$ cat src/rtl/decoder_3to8_pulse.sv
// Receive side of the 8-to-3 encoder link: buffers 3-bit codes in a 2-entry FIFO
// and replays each as a one-hot pulse of PULSE_LEN cycles followed by GAP_LEN idle cycles.
module decoder_3to8_pulse #(
   parameter int unsigned PULSE_LEN = 4,
   parameter int unsigned GAP_LEN   = 1
) (
   input  logic       clk,
   input  logic       rst,
   input  logic [2:0] i,
   input  logic       i_valid,
   output logic       i_ready,
   output logic [7:0] y,
   output logic       y_valid,
   output logic       busy,
   output logic [7:0] seen,
   input  logic       seen_clr
);

   localparam logic [7:0] PULSE_LOAD = 8'(PULSE_LEN - 1);
   localparam logic [7:0] GAP_LOAD   = (GAP_LEN == 0) ? 8'd0 : 8'(GAP_LEN - 1);

   typedef enum logic [1:0] {IDLE, PULSE, GAP} state_t;

   state_t     state, state_nxt;
   logic [7:0] cnt, cnt_nxt;
   logic [7:0] y_nxt;
   logic       pop, push;

   logic [2:0] fifo_mem [2];
   logic       rd_ptr, wr_ptr;
   logic [1:0] count;
   logic [7:0] head_onehot;

   // Ready comes from the registered count only, so a full FIFO stays closed even on a pop.
   assign i_ready     = (count != 2'd2) && !rst;
   assign push        = i_valid && i_ready;
   assign head_onehot = 8'b1 << fifo_mem[rd_ptr];
   assign y_valid     = |y;
   assign busy        = (state != IDLE) || (count != 2'd0);

   always_comb begin
      state_nxt = state;
      cnt_nxt   = cnt;
      y_nxt     = y;
      pop       = 1'b0;
      case (state)
         IDLE: begin
            y_nxt = '0;
            if (count != 2'd0) begin
               pop       = 1'b1;
               y_nxt     = head_onehot;
               cnt_nxt   = PULSE_LOAD;
               state_nxt = PULSE;
            end
         end
         PULSE: begin
            if (cnt != 8'd0) begin
               cnt_nxt = cnt - 8'd1;
            end else if (GAP_LEN != 0) begin
               y_nxt     = '0;
               cnt_nxt   = GAP_LOAD;
               state_nxt = GAP;
            end else if (count != 2'd0) begin
               pop     = 1'b1;
               y_nxt   = head_onehot;
               cnt_nxt = PULSE_LOAD;
            end else begin
               y_nxt     = '0;
               state_nxt = IDLE;
            end
         end
         GAP: begin
            y_nxt = '0;
            if (cnt != 8'd0) begin
               cnt_nxt = cnt - 8'd1;
            end else if (count != 2'd0) begin
               pop       = 1'b1;
               y_nxt     = head_onehot;
               cnt_nxt   = PULSE_LOAD;
               state_nxt = PULSE;
            end else begin
               state_nxt = IDLE;
            end
         end
         default: begin
            y_nxt     = '0;
            state_nxt = IDLE;
         end
      endcase
   end

   always_ff @(posedge clk) begin
      if (rst) begin
         state <= IDLE;
         cnt   <= '0;
         y     <= '0;
      end else begin
         state <= state_nxt;
         cnt   <= cnt_nxt;
         y     <= y_nxt;
      end
   end

   always_ff @(posedge clk) begin
      if (push) begin
         fifo_mem[wr_ptr] <= i;
      end
   end

   always_ff @(posedge clk) begin
      if (rst) begin
         rd_ptr <= 1'b0;
         wr_ptr <= 1'b0;
         count  <= '0;
      end else begin
         if (push) begin
            wr_ptr <= ~wr_ptr;
         end
         if (pop) begin
            rd_ptr <= ~rd_ptr;
         end
         count <= count + 2'(push) - 2'(pop);
      end
   end

   // A clear in the same cycle as a pop keeps only the line just issued.
   always_ff @(posedge clk) begin
      if (rst) begin
         seen <= '0;
      end else if (pop) begin
         seen <= seen_clr ? head_onehot : (seen | head_onehot);
      end else if (seen_clr) begin
         seen <= '0;
      end
   end

endmodule
$ cat config.mk
export PLATFORM = sky130hd
export DESIGN_NAME = decoder_3to8_pulse
export DESIGN_NICKNAME = d
export VERILOG_FILES = /design/src/rtl/decoder_3to8_pulse.sv
export SDC_FILE = /design/constraint.sdc
export NUM_CORES = 1
export LEC_CHECK = 0
export BUFFER_PORTS_ARGS = -buffer_cell sky130_fd_sc_hd__buf_2
export CORE_ASPECT_RATIO = 0.7
export CORE_MARGIN = 4
export CORE_UTILIZATION = 40
export DETAILED_ROUTE_END_ITERATION = 8
export HOLD_SLACK_MARGIN = 0.12
export PLACE_DENSITY = 0.64
export SLEW_MARGIN = 20
export SYNTH_ARGS = -nofsm -noshare
export SYNTH_HDL_FRONTEND = slang
export SYNTH_SLANG_ARGS = --single-unit
$ cat constraint.sdc
create_clock -name clk -period 2.7 [get_ports clk]
set_input_delay 0.54 -clock clk [delete_from_list [all_inputs] [get_ports clk]]
set_output_delay 0.54 -clock clk [all_outputs]
set_load 0.005 [all_outputs]
==> results of run 1 <==
-- area by class of cell --
type	count	area share, %
clock buffers	5	3.218
clock inverters	3	1.931
inverters	11	1.931
multi-input cells	129	45.00
flip-flops and latches	37	37.45
well taps	55	3.218
repair buffers	29	7.256
-- metrics by stage --
step	total power [mW]	worst slack [ns]	utilization, %
2_1_floorplan	1.417	0.4821	-
3_3_place_gp	1.637	0.6197	46.31
3_5_place_dp	1.643	0.5533	46.31
4_1_cts	2.117	0.5367	48.83
5_1_grt	2.271	0.3939	48.83
6_report	2.111	0.5421	48.83
-- logic make-up (layout without fill, tap and decap cells) --
family	after synthesis	after routing	synth area share (%)
compound gates	49	49	21.85
mux	8	8	4.561
flops	37	37	43.57
buf+inv	18	48	4.084
xor+xnor	3	3	1.430
fa+ha+maj	8	8	5.446
simple gates	61	61	19.06
-- metal layers --
metal | share of wire [%] | track usage, % | up-vias
li1 | - | - | 740
met1 | 53 | 23.38 | 670
met2 | 40 | 19.63 | 34
met3 | 6.3 | 4.828 | 5
met4 | 1.1 | 3.903 | 0
met5 | 0 | 0 | -
-- power breakdown --
part / internal, mW / switching (mW) / total (mW)
registers: 0.643 / 0.0754 / 0.718
logic: 0.396 / 0.518 / 0.914
clock network: 0.272 / 0.206 / 0.478
total: 1.31 / 0.800 / 2.11
-- cells in the final DEF, fill, tap and decap left out, drive strengths merged, types with 6 or more instances in the layout --
master and count:
ha 8, o32ai 8, nand2 21, inv 11, buf 29, a22o 12, edfxtp 6, nor3 6
nor2 13, dfxtp 31, a21oi 6, o21ai 6
-- path summary, 6_finish.rpt --
path	end	from	slack (ns)	cells after the start
setup / recovery	count[1]$_SDFF_PP0_	cnt[1]$_SDFFE_PP0P_	0.54	11
hold / removal	fifo_mem[0][2]$_DFFE_PP_	i[2]	0.44	1
setup reg to reg	count[1]$_SDFF_PP0_	cnt[1]$_SDFFE_PP0P_	0.54	11
hold reg to reg	seen[4]$_SDFFE_PP0P_	seen[4]$_SDFFE_PP0P_	0.47	2
-- registers in the layout (all words and copies together) (netlist names), named ones only --
register	count
cnt	8
wr_ptr	1
count	2
rd_ptr	1
seen	8
y	8
state	2
fifo_mem	6
-- critical path: stages, from the launching register on --
cell	delay (ns)
dfxtp_1	0.37
inv_1	0.10
ha_1	0.19
nor4b_4	0.14
a31oi_4	0.28
nor2_1	0.09
ha_1	0.31
inv_1	0.06
ha_1	0.14
xor2_1	0.17
xnor2_1	0.14
nor2_1	0.05
==> impl_metrics.toml, run 1 <==
[floorplanning]
die_w_um = 89.02
num_io_pins = 26
die_area_mm2 = 0.005761
die_h_um = 64.72
start_util_pct = 41.97
row_count = 20
core_mm2 = 0.004379

[pwr]
ir_drop_mv = 0.4990
power.leakage_nw = 0.8668
power_density_mw_per_mm2 = 987.3

[synthesis]
syn_nets = 199
syn_inst = 184
yosysSeqAreaShare_pct = 43.57
ys_ff_latch = 37
synth_top_area_share_pct = 33.76
synth_flop_cell = "dfxtp_1"
synth_area_per_cell_um2 = 9.989
ys_warn_count = 0
synthTopCellsByCount = "dfxtp_1, nand2_1, nor2_1, a22o_1, inv_1"
async_flop_share_pct = 0
post_synth_num_cell_types = 43
netlist_area_mm2 = 0.001838
synth.most_common_cell = "dfxtp_1"
synth_area_leaders = "dfxtp_1, edfxtp_1, a22o_1"
synth_top_area_cell = "dfxtp_1"
synth_edf_count = 6

[timing]
finalClockSkew_ns = 0.007021
finalHoldViolations = 0
drv_slew = 0
tightest_slew_ns = 0.7956
slew_headroom_pct = 46.47
finalCritPeriodShare_pct = 79.92
clock.fmax_ghz = 0.4634
finalSetupViolations = 0
period_minus_slack_ns = 2.158
hold_slack_ns = 0.4380
rsz0062_at_grt = "no"
fin_setup_tns_ns = 0

[cts]
cts.clk_slew.worst_paths_ns = 0.08
clockRootBuffer = "clkbuf_8"
cts_buffer_depth = 2
clk_latency_ns = 0.29
cts_tree = "done"
cts_sinks = 37
cts_resized = 0
ctsHoldBuffers = 0
post_cts_buffers = 0
htree_levels = 2
cts_buffers = 5

[placed_design]
dp_cells = 261
hpwlAfterDp_um = 2969
gp_congestion = 0.8401
io_buffers = 25
placed_area_mm2 = 0.002028

[drt]
ant_nets = 0
drt_iter0_drc = 123
vias_per_cell = 5.387
routed_wl_um = 3919
wl_per_cell_um = 14.57
vias = 1449
remaining_drc_errors = 0
firstDrtPassIters = 4

[worst_setup_path]
cp_max_fo = 5
worst_setup_path_end_kind = "flop"
required_ns = 2.88
critPathLaunchType = "flop"
critical_path_class = "reg2reg"
arrival_ns = 2.34

[cells_and_area]
fin_nets = 228
multi_input_area_um2 = 962.2
areaGrowthSynthToFinish_pct = 16.34
antenna-diode-count = 0
design_area_mm2 = 0.002138
drive_above_1_share_pct = 23.36
fin_cells = 269
register_area_um2 = 800.8
nFillCells = 405

[global_route]
grt-ovfl-total = 0
grt_pass1_wl_um = 6686
grt_start_max_net_pins = 14
antenna_found_initial = 0
grtUsageTotal_pct = 15.07
grt_pass1_vias = 1314

[run_status]
status = "finished, final reports clean"

[flow_run]
maxCapViolations = 0

[hold_path]
hold_class = "in2reg"
Power figures use the tool's default switching activity.
==> run 2: changes to the inputs <==
ABC_AREA = 1   (was default)
clock period = 2.1 ns   (was 2.7 ns; I/O delays follow)
==> run 2 against run 1 <==
Effect of this change: global-route usage shrank 0.69 points; via count is 7.9% higher; largest power group unchanged; cell area down 2.0%; first-iteration DRC count down 15%; clock skew is essentially flat; synthesized cell count up 28%; clock power rose by 44%.
==> impl_metrics.toml, run 2 <==
[run_status]
status = "finished, final reports clean"

[pwr]
switching_share_pct = 41.37
ir_drop_mv = 0.5525
p_switching_mw = 1.214
seq_power_share_pct = 31.8
power.clock.fraction_pct = 23.5
power.leakage_nw = 0.9525
power_density_mw_per_mm2 = 1401
internal_power_mw = 1.720
combPwrFrac_pct = 44.7
finalPower_mw = 2.934

[cells_and_area]
fin_util_pct = 48.38
final_common_cell = "nand2_1"
drive_above_1_share_pct = 16.98
fin_nets = 279
antenna-diode-count = 0
top_regs = "cnt x8, seen x8, y x8"
areaGrowthSynthToFinish_pct = 17.23
final_cell_mix = "nand2_1, inv_1, a21oi_1, dfxtp_1, buf_2"

[cts]
cts_buffers = 5
post_cts_buffers = 0
clk_latency_ns = 0.29
cts_resized = 0
htree_levels = 2
cts_sinks = 37
cts_buffer_depth = 2
ctsHoldBuffers = 0
cts_tree = "done"
cts.clk_slew.worst_paths_ns = 0.08
clockRootBuffer = "clkbuf_8"

[global_route]
grt_start_max_net_pins = 25
grt-ovfl-total = 0
antenna_found_initial = 0
grt_pass1_vias = 1339
grtUsageTotal_pct = 14.38
grt_pass1_wl_um = 6334

[drt]
wl_per_cell_um = 11.58
ant_nets = 0
vias_per_cell = 4.888
remaining_drc_errors = 0
firstDrtPassIters = 4
routed_wl_um = 3706
vias = 1564
drt_iter0_drc = 104

[synthesis]
synth.most_common_cell = "nand2_1"
syn_inst = 235
synth_top_area_cell = "dfxtp_1"
yosysSeqAreaShare_pct = 44.82
synth_flop_cell = "dfxtp_1"
async_flop_share_pct = 0
synthSimpleGateAreaFrac_pct = 27.45
synth_area_leaders = "dfxtp_1, nand2_1, edfxtp_1"
ys_ff_latch = 37
synth_xor_area_share_pct = 0.4902
synth_top_family_by_area = "simple AND/OR/NAND/NOR gates"
netlist_area_mm2 = 0.001787
syn_nets = 250
synth_top_area_share_pct = 34.73
synth_mux_area_share_pct = 0
ys_warn_count = 0
synth_area_per_cell_um2 = 7.603
synth_edf_count = 6
synthTopCellsByCount = "nand2_1, inv_1, a21oi_1, dfxtp_1, nor2_1"
post_synth_num_cell_types = 23
synthAdderAreaFrac_pct = 5.602
synth_compound_area_share_pct = 13.03

[placed_design]
pre_cts_ws_ns = 0.2173
hpwlAfterDp_um = 2803
gp_congestion = 0.9351
io_buffers = 25

[hold_path]
hp-start = "i[2]"
hold_class = "in2reg"
whs_endpoint = "fifo_mem[1][2]$_DFFE_PP_"
hold_depth = 1

[floorplanning]
num_io_pins = 26
die_area_mm2 = 0.005617
core_mm2 = 0.004329
die_h_um = 63.92
start_util_pct = 41.27
die_w_um = 87.88
row_count = 20

[worst_setup_path]
arrival_ns = 2.11
required_ns = 2.32
critical_path_class = "reg2reg"
critPathLaunchType = "flop"
reg2regPathDepth = 12
r2r_slack_ns = 0.21
r2r-start = "cnt[0]$_SDFFE_PP0P_"
worst_setup_path_end_kind = "flop"
reg2reg_to = "count[1]$_SDFF_PP0_"
cp_max_fo = 5

[timing]
tightest_slew_ns = 0.3716
finalCritPeriodShare_pct = 89.90
slew_headroom_pct = 75.22
drv_slew = 0
clock.fmax_ghz = 0.5297
rsz0062_at_grt = "no"
period_minus_slack_ns = 1.888
finalSetupViolations = 0
fin_setup_tns_ns = 0
finalClockSkew_ns = 0.007421
worst_slack_ns = 0.2121
finalHoldViolations = 0

[flow_run]
maxCapViolations = 0
[run 2: cell types whose count changed in the layout (fill, tap and decap cells not counted), sizes merged, moves of 5 or more]
cell,change
nand2,+34
a21oi,+25
inv,+22
nand3,+14
a22o,-12
nand4,+10
nor2,+9
o32ai,-8
o21ai,+7
mux2i,-5
nor3,-5
[run 2: cell type report]
| cell class | count | area (um2) |
|---|---|---|
| clock inverter | 2 | 38.79 |
| fill | 442 | 2235 |
| multi-input combinational | 161 | 832.0 |
| inverter | 32 | 120.1 |
| tap | 55 | 68.82 |
| clock buffer | 6 | 93.84 |
| timing repair buffer | 27 | 140.1 |
| sequential | 37 | 800.8 |
[run 2: metal layers]
metal  track usage, %  share of wire [%]  vias up
met1            22.56                 54      689
met4            4.023                1.1        0
met2            18.23                 37       40
met3            4.639                7.7        5
met5                0                  0        -
li1                 -                  -      830
[run 2: critical path: stages, from the launching register on]
cell	delay, ns
dfxtp_1	0.31
inv_1	0.13
ha_1	0.16
nand2_1	0.08
nor2_4	0.18
nand3_2	0.08
nand2_2	0.07
ha_1	0.22
inv_1	0.05
ha_1	0.15
xor2_1	0.18
o21ai_0	0.09
a21oi_1	0.11
[run 2: through the flow]
step                      instance area (um2)  cells  hold WS, ns
final                                    2095    320       0.3306
after global routing                     2095    320       0.3211
after CTS                                2095    320       0.3201
after detailed placement                 1962    312       0.4516
after global placement                   1962    312       0.4428
after floorplan                          1787    235       0.4306
[run 2: power groups by stage]
stage | Clock (mW) | Combinational [mW] | Sequential, mW
floorplan | 0 | 1.06 | 0.935
global placement | 0 | 1.29 | 0.946
detailed placement | 0 | 1.30 | 0.948
CTS | 0.718 | 1.31 | 0.933
global route | 0.749 | 1.51 | 0.952
finish | 0.690 | 1.31 | 0.933
[run 2: worst max-delay path by stage]
stage | end | from
2_1_floorplan | count[1]$_SDFF_PP0_ | cnt[0]$_SDFFE_PP0P_
3_3_place_gp | count[1]$_SDFF_PP0_ | cnt[0]$_SDFFE_PP0P_
3_5_place_dp | count[1]$_SDFF_PP0_ | cnt[0]$_SDFFE_PP0P_
4_1_cts | count[1]$_SDFF_PP0_ | cnt[0]$_SDFFE_PP0P_
5_1_grt | count[1]$_SDFF_PP0_ | cnt[0]$_SDFFE_PP0P_
6_report | count[1]$_SDFF_PP0_ | cnt[0]$_SDFFE_PP0P_
[run 2: cells by family (layout without fill, tap and decap cells)]
| family | count (synthesis) | count (layout) |
|---|---|---|
| compound gates | 45 | 45 |
| xor+xnor | 1 | 1 |
| fa+ha+maj | 8 | 8 |
| buf+inv | 37 | 67 |
| flops | 37 | 37 |
| simple gates | 107 | 107 |
==> run 3: changes to the inputs <==
--- a/config.mk
+++ b/config.mk
@@ -13,4 +13,5 @@
 export DETAILED_ROUTE_END_ITERATION = 8
 export HOLD_SLACK_MARGIN = 0.12
+export MAX_ROUTING_LAYER = met4
 export PLACE_DENSITY = 0.64
 export SLEW_MARGIN = 20
==> constraint.sdc (replaced) <==
create_clock -name clk -period 2.1 [get_ports clk]
set_input_delay 0.525 -clock clk [delete_from_list [all_inputs] [get_ports clk]]
set_output_delay 0.525 -clock clk [all_outputs]
set_load 0.005 [all_outputs]
==> run 3 against run 2 <==
Effect of this change: combinational power about the same; clock skew up 0.00055 ns; cell area stayed put; die area did not move; sequential power is essentially flat; final cell count unchanged; global-route usage increased by 0.48 points; routed wire length increased by 0.30%; largest power group unchanged; fmax about the same; clock power about the same; count of clock-buffer cells in the layout stayed put.
==> impl_metrics.toml, run 3 (synthesis results as in run 2) <==
[run_status]
status = "finished, final reports clean"

[worst_setup_path]
reg2regPathDepth = 12
worst_setup_path_end_kind = "flop"
cp-startpoint = "cnt[0]$_SDFFE_PP0P_"
cp_max_fo = 5
arrival_ns = 2.11
crit_path_cell_trace = "inv_1 -> ha_1 -> nand2_1 -> nor2_4 -> nand3_2 -> nand2_2 -> ha_1 -> inv_1 -> ha_1 -> xor2_1 -> o21ai_0 -> a21oi_1"
r2r_slack_ns = 0.21
reg2reg_to = "count[1]$_SDFF_PP0_"
critical_path.top_delay_family = "adder cells"
r2r-start = "cnt[0]$_SDFFE_PP0P_"
critical_path.endpoint = "count[1]$_SDFF_PP0_"
critPathLaunchType = "flop"
cpMostUsedCell = "ha_1"
required_ns = 2.32
slowest_stage = "dfxtp_1"
cp.buffers_inverters = 2
critical_path_class = "reg2reg"
slowest_delay_ns = 0.31
cp_num_cells = 12

[global_route]
antenna_found_initial = 0
grt_start_max_net_pins = 25
grt_pass1_vias = 1335
grt-ovfl-total = 0
grt_pass1_wl_um = 6341
grtUsageTotal_pct = 14.86

[timing]
finalClockSkew_ns = 0.007972
finalCritPeriodShare_pct = 89.90
fin_setup_tns_ns = 0
clock.fmax_ghz = 0.5297
hold_slack_ns = 0.4351
period_minus_slack_ns = 1.888
rsz0062_at_grt = "no"
tightest_slew_ns = 0.3726
finalHoldViolations = 0
worst_slack_ns = 0.2121
finalSetupViolations = 0
slew_headroom_pct = 75.16
drv_slew = 0

[cells_and_area]
final_common_cell = "nand2_1"
design_area_mm2 = 0.002095
fin_util_pct = 48.38
final_cell_mix = "nand2_1, inv_1, a21oi_1, dfxtp_1, buf_2"
nFillCells = 442
drive_above_1_share_pct = 16.98
fin_cells = 320
fin_nets = 279
antenna-diode-count = 0
top_regs = "cnt x8, seen x8, y x8"
areaGrowthSynthToFinish_pct = 17.23

[pwr]
power.leakage_nw = 0.9525
finalPower_mw = 2.937
switching_share_pct = 41.42
seq_power_share_pct = 31.8
ir_drop_mv = 0.5528
combPwrFrac_pct = 44.6
internal_power_mw = 1.720
power.clock.fraction_pct = 23.6
p_switching_mw = 1.217
power_density_mw_per_mm2 = 1402

[placed_design]
placed_area_mm2 = 0.001962
io_buffers = 25
gp_congestion = 0.9519
hpwlAfterDp_um = 2803
pre_cts_ws_ns = 0.2173
dp_cells = 312

[cts]
cts_buffers = 5
cts.clk_slew.worst_paths_ns = 0.08
clockRootBuffer = "clkbuf_8"
cts_resized = 0
cts_tree = "done"
clk_latency_ns = 0.29
htree_levels = 2
cts_buffer_depth = 2
ctsHoldBuffers = 0
post_cts_buffers = 0
cts_sinks = 37

[drt]
wl_per_cell_um = 11.62
firstDrtPassIters = 4
ant_nets = 0
vias = 1566
drt_iter0_drc = 104
routed_wl_um = 3717
remaining_drc_errors = 0
vias_per_cell = 4.894

[floorplanning]
num_io_pins = 26
die_w_um = 87.88
core_mm2 = 0.004329
die_h_um = 63.92
row_count = 20
start_util_pct = 41.27
die_area_mm2 = 0.005617

[hold_path]
hold_depth = 1
hold_class = "in2reg"

[flow_run]
maxCapViolations = 0
[run 3: cell counts in the layout (fill, tap and decap cells not counted)]
No cell type changed its count.
[run 3: worst reg2reg max path, delay by kind of cell (launching register included)]
family          cells  cell delay, ns
flops               1            0.31
buf+inv             2            0.18
xor+xnor            1            0.18
simple gates        4            0.41
compound gates      2            0.20
fa+ha+maj           3            0.53
[run 3: cell type report]
type                    instances  area, um2  area share (%)
clock buffers                   6      93.84           4.480
multi-input cells             161      832.0           39.73
well taps                      55      68.82           3.286
flip-flops and latches         37      800.8           38.23
clock inverters                 2      38.79           1.852
repair buffers                 27      140.1           6.691
inverters                      32      120.1           5.735
[run 3: power groups by stage]
stage / registers [mW] / logic [mW] / clock network [mW]
2_1_floorplan: 0.935 / 1.06 / 0
3_3_place_gp: 0.946 / 1.29 / 0
3_5_place_dp: 0.948 / 1.30 / 0
4_1_cts: 0.933 / 1.31 / 0.718
5_1_grt: 0.952 / 1.51 / 0.751
6_report: 0.933 / 1.31 / 0.692
[run 3: worst min-delay path by stage]
stage / start / endpoint / slack (ns)
2_1_floorplan: rd_ptr$_SDFFE_PP0P_ / flop / 0.43
3_3_place_gp: rd_ptr$_SDFFE_PP0P_ / rd_ptr$_SDFFE_PP0P_ / 0.44
3_5_place_dp: rd_ptr$_SDFFE_PP0P_ / rd_ptr$_SDFFE_PP0P_ / 0.45
4_1_cts: i[0] / fifo_mem[0][0]$_DFFE_PP_ / 0.43
5_1_grt: i[0] / fifo_mem[1][0]$_DFFE_PP_ / 0.42
6_report: i[2] / fifo_mem[1][2]$_DFFE_PP_ / 0.44
[run 3: layer usage]
| layer | wire length (um) | share of wire [%] | GRT usage [%] |
|---|---|---|---|
| met5 | 0 | 0 | - |
| met4 | 42 | 1.1 | 4.023 |
| met3 | 281 | 7.6 | 5.026 |
| met2 | 1387 | 37 | 18.23 |
| met1 | 2006 | 54 | 22.56 |
